[src/rtl/bsram_pkg.sv]
// Shared types and constants for the cartridge BSRAM arbiter.
package bsram_pkg;

  localparam int         BSRAM_ADDR_W = 20;
  localparam logic [7:0] CPU_Q_RST    = 8'hFF;

  typedef enum logic [1:0] {
    H_IDLE   = 2'd0,
    H_RDWAIT = 2'd1,
    H_ACK    = 2'd2
  } host_state_t;

endpackage

[src/rtl/bsram_autosave_timer.sv]
// Idle timer that raises an autosave request once a dirty image has sat
// untouched by CPU writes for AUTOSAVE_CYCLES clocks.
module bsram_autosave_timer #(
  parameter logic [31:0] AUTOSAVE_CYCLES = 32'd10_800_000
) (
  input  logic WCLK,
  input  logic RST,
  input  logic cpu_wr,
  input  logic dirty,
  input  logic dirty_clr,
  output logic save_req
);

  logic [31:0] idle_cnt;

  always_ff @(posedge WCLK) begin
    if (RST) begin
      idle_cnt <= '0;
      save_req <= 1'b0;
    end else begin
      // Saturate rather than wrap so a long-idle image keeps requesting.
      if (cpu_wr)
        idle_cnt <= '0;
      else if (dirty && (idle_cnt != 32'hFFFF_FFFF))
        idle_cnt <= idle_cnt + 32'd1;

      if (dirty_clr)
        save_req <= 1'b0;
      else if (dirty && !cpu_wr && (idle_cnt >= AUTOSAVE_CYCLES))
        save_req <= 1'b1;
    end
  end

endmodule

[src/rtl/bsram_arbiter.sv]
// Single-port BSRAM arbiter: CPU accesses at fixed bus-cycle timing, host save/load
// accesses in idle slots, plus dirty tracking. Autosave timer under BSRAM_AUTOSAVE_EN.
module bsram_arbiter
  import bsram_pkg::*;
#(
  parameter int          ADDR_W          = BSRAM_ADDR_W,
  parameter logic [31:0] AUTOSAVE_CYCLES = 32'd10_800_000
) (
  input  logic              WCLK,
  input  logic              RST,
  input  logic              SYSCLKF_CE,
  input  logic              SYSCLKR_CE,
  input  logic              CPU_CE_N,
  input  logic              CPU_OE_N,
  input  logic              CPU_WE_N,
  input  logic [ADDR_W-1:0] CPU_ADDR,
  input  logic [7:0]        CPU_D,
  output logic [7:0]        CPU_Q,
  input  logic              HOST_REQ,
  input  logic              HOST_WE,
  input  logic [ADDR_W-1:0] HOST_ADDR,
  input  logic [7:0]        HOST_D,
  output logic              HOST_ACK,
  output logic [7:0]        HOST_Q,
  input  logic              DIRTY_CLR,
  output logic              DIRTY,
  output logic              SAVE_REQ,
  output logic [ADDR_W-1:0] MEM_ADDR,
  output logic [7:0]        MEM_D,
  output logic              MEM_WE,
  output logic              MEM_RD,
  input  logic [7:0]        MEM_Q
);

  logic              cpu_rd_req, cpu_wr_req;
  logic              cpu_rd_pend, cpu_wr_pend;
  logic              rd_issue, wr_issue;
  logic              cpu_rd_p1;
  logic [ADDR_W-1:0] rd_addr_p0, wr_addr_p0;
  logic [7:0]        wr_d_p0;
  logic              host_grant;
  host_state_t       h_state, h_next;

  assign cpu_rd_req = SYSCLKF_CE & ~CPU_CE_N & ~CPU_OE_N;
  assign cpu_wr_req = SYSCLKR_CE & ~CPU_CE_N & ~CPU_WE_N;
  assign wr_issue   = cpu_wr_pend;
  assign rd_issue   = cpu_rd_pend & ~cpu_wr_pend;

  // Stage p0: qualify CPU strobes on the bus-cycle enables and latch operands
  always_ff @(posedge WCLK) begin
    if (RST) begin
      cpu_rd_pend <= 1'b0;
      cpu_wr_pend <= 1'b0;
    end else begin
      cpu_rd_pend <= cpu_rd_req | (cpu_rd_pend & ~rd_issue);
      cpu_wr_pend <= cpu_wr_req;
    end
  end

  always_ff @(posedge WCLK) begin
    if (cpu_rd_req)
      rd_addr_p0 <= CPU_ADDR;
    if (cpu_wr_req) begin
      wr_addr_p0 <= CPU_ADDR;
      wr_d_p0    <= CPU_D;
    end
  end

  // Issue stage: one memory operation per cycle, CPU write > CPU read > host
  always_comb begin
    MEM_WE   = 1'b0;
    MEM_RD   = 1'b0;
    MEM_ADDR = '0;
    MEM_D    = '0;
    if (wr_issue) begin
      MEM_WE   = 1'b1;
      MEM_ADDR = wr_addr_p0;
      MEM_D    = wr_d_p0;
    end else if (rd_issue) begin
      MEM_RD   = 1'b1;
      MEM_ADDR = rd_addr_p0;
    end else if (host_grant) begin
      MEM_WE   = HOST_WE;
      MEM_RD   = ~HOST_WE;
      MEM_ADDR = HOST_ADDR;
      MEM_D    = HOST_WE ? HOST_D : 8'h00;
    end
  end

  always_ff @(posedge WCLK) begin
    if (RST)
      h_state <= H_IDLE;
    else
      h_state <= h_next;
  end

  always_comb begin
    h_next = h_state;
    case (h_state)
      H_IDLE:   if (host_grant) h_next = HOST_WE ? H_ACK : H_RDWAIT;
      H_RDWAIT: h_next = H_ACK;
      H_ACK:    h_next = H_IDLE;
      default:  h_next = H_IDLE;
    endcase
  end

  // A CPU op that is being requested or issued this cycle keeps the host off the port.
  always_comb begin
    host_grant = (h_state == H_IDLE) & HOST_REQ & ~RST &
                 ~(cpu_rd_req | cpu_wr_req | cpu_rd_pend | cpu_wr_pend);
    HOST_ACK   = (h_state == H_ACK);
  end

  // Stage p1: registered read data returns, dirty tracking
  always_ff @(posedge WCLK) begin
    if (RST) begin
      cpu_rd_p1 <= 1'b0;
      CPU_Q     <= CPU_Q_RST;
      HOST_Q    <= 8'h00;
      DIRTY     <= 1'b0;
    end else begin
      cpu_rd_p1 <= rd_issue;
      if (cpu_rd_p1)
        CPU_Q <= MEM_Q;
      if (h_state == H_RDWAIT)
        HOST_Q <= MEM_Q;
      if (wr_issue)
        DIRTY <= 1'b1;
      else if (DIRTY_CLR)
        DIRTY <= 1'b0;
    end
  end

`ifdef BSRAM_AUTOSAVE_EN
  bsram_autosave_timer #(
    .AUTOSAVE_CYCLES (AUTOSAVE_CYCLES)
  ) u_autosave (
    .WCLK      (WCLK),
    .RST       (RST),
    .cpu_wr    (wr_issue),
    .dirty     (DIRTY),
    .dirty_clr (DIRTY_CLR),
    .save_req  (SAVE_REQ)
  );
`else
  assign SAVE_REQ = 1'b0 & (AUTOSAVE_CYCLES != 32'd0);
`endif

endmodule

[config.mk]
export PLATFORM = sky130hd
export DESIGN_NAME = bsram_arbiter
export DESIGN_NICKNAME = d
export VERILOG_FILES = /design/src/rtl/bsram_pkg.sv /design/src/rtl/bsram_autosave_timer.sv /design/src/rtl/bsram_arbiter.sv
export SDC_FILE = /design/constraint.sdc
export NUM_CORES = 1
export LEC_CHECK = 0
export ABC_AREA = 1
export CAP_MARGIN = 20
export CORE_MARGIN = 2
export CORE_UTILIZATION = 40
export DETAILED_ROUTE_END_ITERATION = 8
export GPL_TIMING_DRIVEN = 0
export PLACE_DENSITY = 0.73
export SYNTH_ARGS = -nofsm -noshare
export SYNTH_HDL_FRONTEND = slang
export SYNTH_SLANG_ARGS = --single-unit
[constraint.sdc]
create_clock -name WCLK -period 1.3 [get_ports WCLK]
set_input_delay 0.13 -clock WCLK [delete_from_list [all_inputs] [get_ports WCLK]]
set_output_delay 0.13 -clock WCLK [all_outputs]
set_load 0.02 [all_outputs]
==> results.json, run 1 <==
{
  "gp_congestion": 0.809,
  "crit_type": "register to primary output",
  "clock.fmax_mhz": 593,
  "hp-class": "primary input to register",
  "grt_pass1_vias": 2423,
  "synth-seq-area-share": 0.676,
  "fin_crit_sh": 1.30,
  "pwr-share-clk": 0.331,
  "whs_ns": 0.198,
  "outcome": "complete, but fails checks",
  "wl_per_cell_um": 14.1,
  "die_x_um": 87.4,
  "power_density_nw_per_um2": 1070,
  "crit_path_end_kind": "primary output",
  "setup_slack_ns": -0.387,
  "drt_first_pass_iters": 4,
  "path_buf_inv": 3,
  "synthArstFlopShare": 0,
  "p_comb_frac": 0.161,
  "worstPathArrival_ns": 1.56,
  "dpl.hpwl_um": 4800,
  "dieArea_um2": 7640,
  "netSwitchingFraction": 0.245,
  "startpoint_type": "register",
  "grt_use_total": 0.194,
  "syn_inst": 272,
  "grt.overflow.total": 0,
  "grt_start_max_net_pins": 21,
  "syn_nets": 346,
  "synth_edf_count": 48,
  "via_count": 2389,
  "ys_types": 18,
  "design_area_um2": 4620,
  "cts_root_buf": "clkbuf_8",
  "synth_ff_type": "edfxtp_1",
  "core_area_um2": 6760,
  "ys_ff_latch": 70,
  "max_stage_delay_ns": 0.34,
  "switchingPower_mw": 1.21,
  "drt_iter0_drc": 77,
  "syn_area_per_cell_um2": 10.2,
  "drive_gt1_frac": 0.284,
  "routed_via_density": 4.75,
  "path_delay_family": "simple AND/OR/NAND/NOR gates",
  "htreeDepth": 3,
  "drc": 0,
  "rsz0062_at_grt": "true",
  "antenna_found_initial": 0,
  "power.leakage_nw": 1.94,
  "cts_tree": "built",
  "cts.sinks": 70,
  "intPower_mw": 3.73,
  "slowest_stage": "dfxtp_2",
  "timing.final.crit_period_ns": 1.69,
  "std_cell_rows": 30,
  "ir_worst_vdd_uv": 714,
  "io_pins": 123,
  "netlist_area_um2": 2780,
  "violations": "negative setup slack",
  "pre_cts_slack_ns": -1.02,
  "setup_violations": 30,
  "finalMaxSlewViolations": 0,
  "fillers": 534,
  "clk_pin_slew_ns": 0.07,
  "timing.critical_path.required_ns": 1.17,
  "worstSkewPairLatency_ns": 0.35,
  "placed_cell_area_um2": 4110,
  "yosys.area.top_type": "edfxtp_1",
  "area_delta_synth_final_pct": 66.0,
  "cts_made_buffers": 9,
  "yosys.cell_count.top_type": "nand2_1",
  "nets": 492,
  "power_frac_seq": 0.509,
  "hold_viol": 0,
  "ys_top_cells_by_area": "edfxtp_1 52%, dfxtp_1 16%, nand2_1 13%",
  "portBuffers": 120,
  "multiInputGateArea_um2": 915,
  "synthTopCellsByCount": "100 x nand2_1, 48 x edfxtp_1, 29 x nand3_1, 22 x dfxtp_1, 21 x nor2_1",
  "netlist.area_leader.share": 0.518,
  "finClkSkew_ns": 0.00647,
  "critical_path.cell_chain": "nor2_4, nand3_4, nor2_4, buf_6, buf_8, nand3_2, nand2_2, buf_6",
  "holdBufCountCts": 0,
  "routed_wl_um": 7100,
  "grt_pass1_wl_um": 11100,
  "diodes": 0,
  "yosysWarnings": 0,
  "seq_area_um2": 1890,
  "drv_cap": 0,
  "worstPathMaxFanout": 6,
  "start_util": 0.412,
  "die_h_um": 87.4,
  "clockBufferDepth": 2,
  "postRouteAntennaNets": 0
}
final cells by class:
class,count,share of cell area
sequential,70,0.408
timing repair buffer,136,0.299
multi-input combinational,175,0.198
clock buffer,12,0.0338
tap,80,0.0217
buffer,11,0.0198
inverter,15,0.0138
clock inverter,4,0.00623
placed cells by master (no fill, tap or decap), types with 10 or more instances in the layout:
master / netlist / layout
nand2_1: 100 / 85
clkdlybuf4s50_1: 0 / 66
edfxtp_1: 48 / 48
buf_6: 1 / 36
dlygate4sd2_1: 0 / 23
nand3_2: 9 / 19
nor2_1: 21 / 19
dfxtp_1: 22 / 18
nand3_1: 29 / 18
nand2_2: 0 / 14
buf_4: 1 / 11
inv_1: 15 / 10
kinds of logic (layout without fill, tap and decap cells):
family / count (synthesis) / in the layout / share of synthesized area
compound gates: 11 / 11 / 0.0198
other cells: 1 / 1 / 0.00135
buf+inv: 27 / 178 / 0.0463
flops: 70 / 70 / 0.676
simple gates: 163 / 163 / 0.257
metrics by stage:
step	instances	TNS [ns]	utilization	total power [mW]
finish	503	-9.96	0.684	4.94
global route	503	-12.48	0.684	5.14
CTS	502	-9.69	0.678	4.95
detailed placement	473	-51.89	0.609	3.26
global placement	472	-57.30	0.605	3.24
floorplan	272	0	-	2.82
final timing paths:
path | startpoint | endpoint | slack [ns] | depth (start not counted)
worst max-delay path | h_state[0] | MEM_D[3] | -0.39 | 8
worst min-delay path | HOST_WE | h_state[0] | 0.20 | 2
worst max register to register | h_state[0] | HOST_Q[0] | 0.12 | 5
worst min register to register | CPU_Q[7] | CPU_Q[7] | 0.45 | 2
registers in the layout, indices dropped and copies added, names as in the netlist:
name,count
h_state,2
cpu_wr_pend,1
cpu_rd_p1,1
rd_addr_p0,20
wr_addr_p0,20
wr_d_p0,8
CPU_Q,8
HOST_Q,8
cpu_rd_pend,1
DIRTY,1
what timing repair did:
item | in CTS | in global routing
gates resized for setup | 256 | 18
cloned | 2 | 0
setup buffers | 11 | 3
setup endpoints to repair | 96 | 30
pin swaps | 10 | 2
power by group through the flow:
stage                     clock, mW  sequential, mW  combinational, mW
after floorplan                   0            2.58              0.241
after global placement            0            2.56              0.678
after detailed placement          0            2.56              0.695
after CTS                      1.65            2.51              0.785
after global routing           1.76            2.52              0.853
final                          1.63            2.51              0.793
metal layers:
metal  GRT usage  part of all wire  vias to the layer above
met5           0                 0                        -
met4      0.0755             0.018                        0
met3      0.0502             0.050                       11
met2       0.338              0.52                       76
met1       0.227              0.41                     1109
li1            -                 -                     1193
worst register-to-register path, stage by stage (launching register included):
cell and delay (ns):
dfxtp_2 0.34, buf_4 0.14, nand2_1 0.19, inv_1 0.18
nor2_1 0.15, nor2_1 0.07
(Power assumes the default switching activity.)
==> inputs of run 2 (changes only) <==
--- a/config.mk
+++ b/config.mk
@@ -7,11 +7,14 @@
 export LEC_CHECK = 0
 export ABC_AREA = 1
 export CAP_MARGIN = 20
+export CELL_PAD_IN_SITES_DETAIL_PLACEMENT = 1
+export CELL_PAD_IN_SITES_GLOBAL_PLACEMENT = 2
 export CORE_MARGIN = 2
-export CORE_UTILIZATION = 40
+export CORE_UTILIZATION = 26
 export DETAILED_ROUTE_END_ITERATION = 8
 export GPL_TIMING_DRIVEN = 0
-export PLACE_DENSITY = 0.73
+export PLACE_DENSITY = 0.8
+export REMOVE_ABC_BUFFERS = 1
 export SYNTH_ARGS = -nofsm -noshare
 export SYNTH_HDL_FRONTEND = slang
 export SYNTH_SLANG_ARGS = --single-unit
==> constraint.sdc (replaced) <==
create_clock -name WCLK -period 2.1 [get_ports WCLK]
set_input_delay 0.21 -clock WCLK [delete_from_list [all_inputs] [get_ports WCLK]]
set_output_delay 0.21 -clock WCLK [all_outputs]
set_load 0.02 [all_outputs]
==> results.json, run 2 (same netlist as run 1, synthesis figures left out) <==
{
  "outcome": "finished clean",
  "core_area_um2": 10400,
  "drive_gt1_frac": 0.180,
  "switchingPower_mw": 0.746,
  "final_common_cell": "nand2_1",
  "cts_root_buf": "clkbuf_8",
  "io_pins": 123,
  "clockBufferDepth": 2,
  "layout_common_cells": "98 x nand2_1, 90 x clkdlybuf4s50_1, 48 x edfxtp_1",
  "grt_use_total": 0.148,
  "clock.fmax_mhz": 492,
  "worstSkewPairLatency_ns": 0.34,
  "timing.final.crit_period_ns": 2.03,
  "startpoint_type": "register",
  "design_area_um2": 4470,
  "grt.overflow.total": 0,
  "timing.critical_path.required_ns": 1.89,
  "crit_type": "register to primary output",
  "setup_slack_ns": 0.0673,
  "worst_pin_slew_ns": 0.872,
  "hp-class": "primary input to register",
  "drc": 0,
  "gp_congestion": 0.745,
  "intPower_mw": 2.54,
  "std_cell_rows": 37,
  "drv_cap": 0,
  "rsz0062_at_grt": "true",
  "cts_tree": "built",
  "htreeDepth": 3,
  "setup-tns-final_ns": 0,
  "placed_cell_area_um2": 4150,
  "total_power_mw": 3.28,
  "crit_path_end_kind": "primary output",
  "diodes": 0,
  "fin_crit_sh": 0.968,
  "setup_violations": 0,
  "reg_top3": "rd_addr_p0 x20, wr_addr_p0 x20",
  "drt_first_pass_iters": 4,
  "grt_pass1_wl_um": 12800,
  "cts.sinks": 70,
  "grt_start_max_net_pins": 25,
  "dpl.hpwl_um": 5540,
  "antenna_found_initial": 0,
  "p_comb_frac": 0.131,
  "whs_ns": 0.246,
  "power_density_nw_per_um2": 735,
  "power.leakage_nw": 1.78,
  "finalMaxSlewViolations": 0,
  "ir_worst_vdd_uv": 309,
  "via_count": 2364,
  "pre_cts_slack_ns": -0.734,
  "start_util": 0.268,
  "cts_made_buffers": 9,
  "wl_per_cell_um": 15.4,
  "dieArea_um2": 11600,
  "relSlewSlack": 0.418,
  "routed_via_density": 4.31,
  "routed_wl_um": 8440,
  "pwr-share-clk": 0.395,
  "clk_pin_slew_ns": 0.07,
  "die_x_um": 107,
  "hold_viol": 0,
  "finClkSkew_ns": 0.00626,
  "worstPathMaxFanout": 24,
  "area_delta_synth_final_pct": 60.4,
  "netSwitchingFraction": 0.227,
  "fillers": 1191,
  "portBuffers": 121,
  "postRouteAntennaNets": 0,
  "power_frac_seq": 0.474,
  "drt_iter0_drc": 84,
  "die_h_um": 107,
  "worstPathArrival_ns": 1.82,
  "grt_pass1_vias": 2468,
  "nets": 481
}
==> run 2: cell count changes in the layout (fill, tap and decap cells not counted), sizes merged, moves of 3 or more <==
cell and delta:
bufinv +3, clkdlybuf4s50 +24, dlygate4sd2 -22, clkdlybuf4s15 +7
clkbuf +10, buf -36
==> run 2: worst max-delay path: stages, from the launching register on <==
cell	delay (ns)
dfxtp_4	0.39
buf_16	0.17
clkinvlp_4	0.13
nand2_4	0.13
clkinvlp_4	0.08
buf_4	0.18
nand2_1	0.07
nand3_1	0.07
clkdlybuf4s15_2	0.26
==> run 2: final timing paths <==
kind,from,to,slack [ns],depth (start not counted)
max,cpu_wr_pend,MEM_ADDR[11],0.07,8
min,RST,cpu_wr_pend,0.25,2
max reg2reg,cpu_wr_pend,h_state[1],0.83,6
min reg2reg,CPU_Q[0],CPU_Q[0],0.47,2
==> run 2: final cells by class <==
class / instances / area, um^2 / area share
clock buffer: 9 / 124 / 0.0277
multi-input combinational: 176 / 822 / 0.184
tap: 136 / 170 / 0.0381
sequential: 70 / 1890 / 0.422
clock inverter: 7 / 113 / 0.0252
inverter: 15 / 63.8 / 0.0143
timing repair inverter: 1 / 7.51 / 0.00168
timing repair buffer: 134 / 1280 / 0.287
==> run 2: power groups by stage <==
stage / registers, mW / logic (mW) / clock network (mW)
6_report: 1.56 / 0.431 / 1.30
3_5_place_dp: 1.59 / 0.430 / 0
5_1_grt: 1.56 / 0.466 / 1.39
4_1_cts: 1.56 / 0.441 / 1.33
2_1_floorplan: 1.60 / 0.131 / 0
3_3_place_gp: 1.59 / 0.411 / 0
==> run 2: repair_timing <==
action	CTS	global route
pin swaps	2	1
endpoints found under the hold margin	0	0
hold buffers	0	0
setup buffers	7	4
cloned	2	0
resized for setup	61	44
setup endpoints to repair	30	30
==> run 2: through the flow <==
step,utilization,std cells
after floorplan,-,260
after global placement,0.395,517
after detailed placement,0.400,519
after CTS,0.434,544
after global routing,0.431,548
final,0.431,548
==> run 2: metal layers <==
| layer | share of wire | global-route usage |
|---|---|---|
| met3 | 0.073 | 0.0575 |
| met1 | 0.40 | 0.165 |
| met4 | 0.0094 | 0.0412 |
| met2 | 0.51 | 0.263 |
| met5 | 0 | 0 |
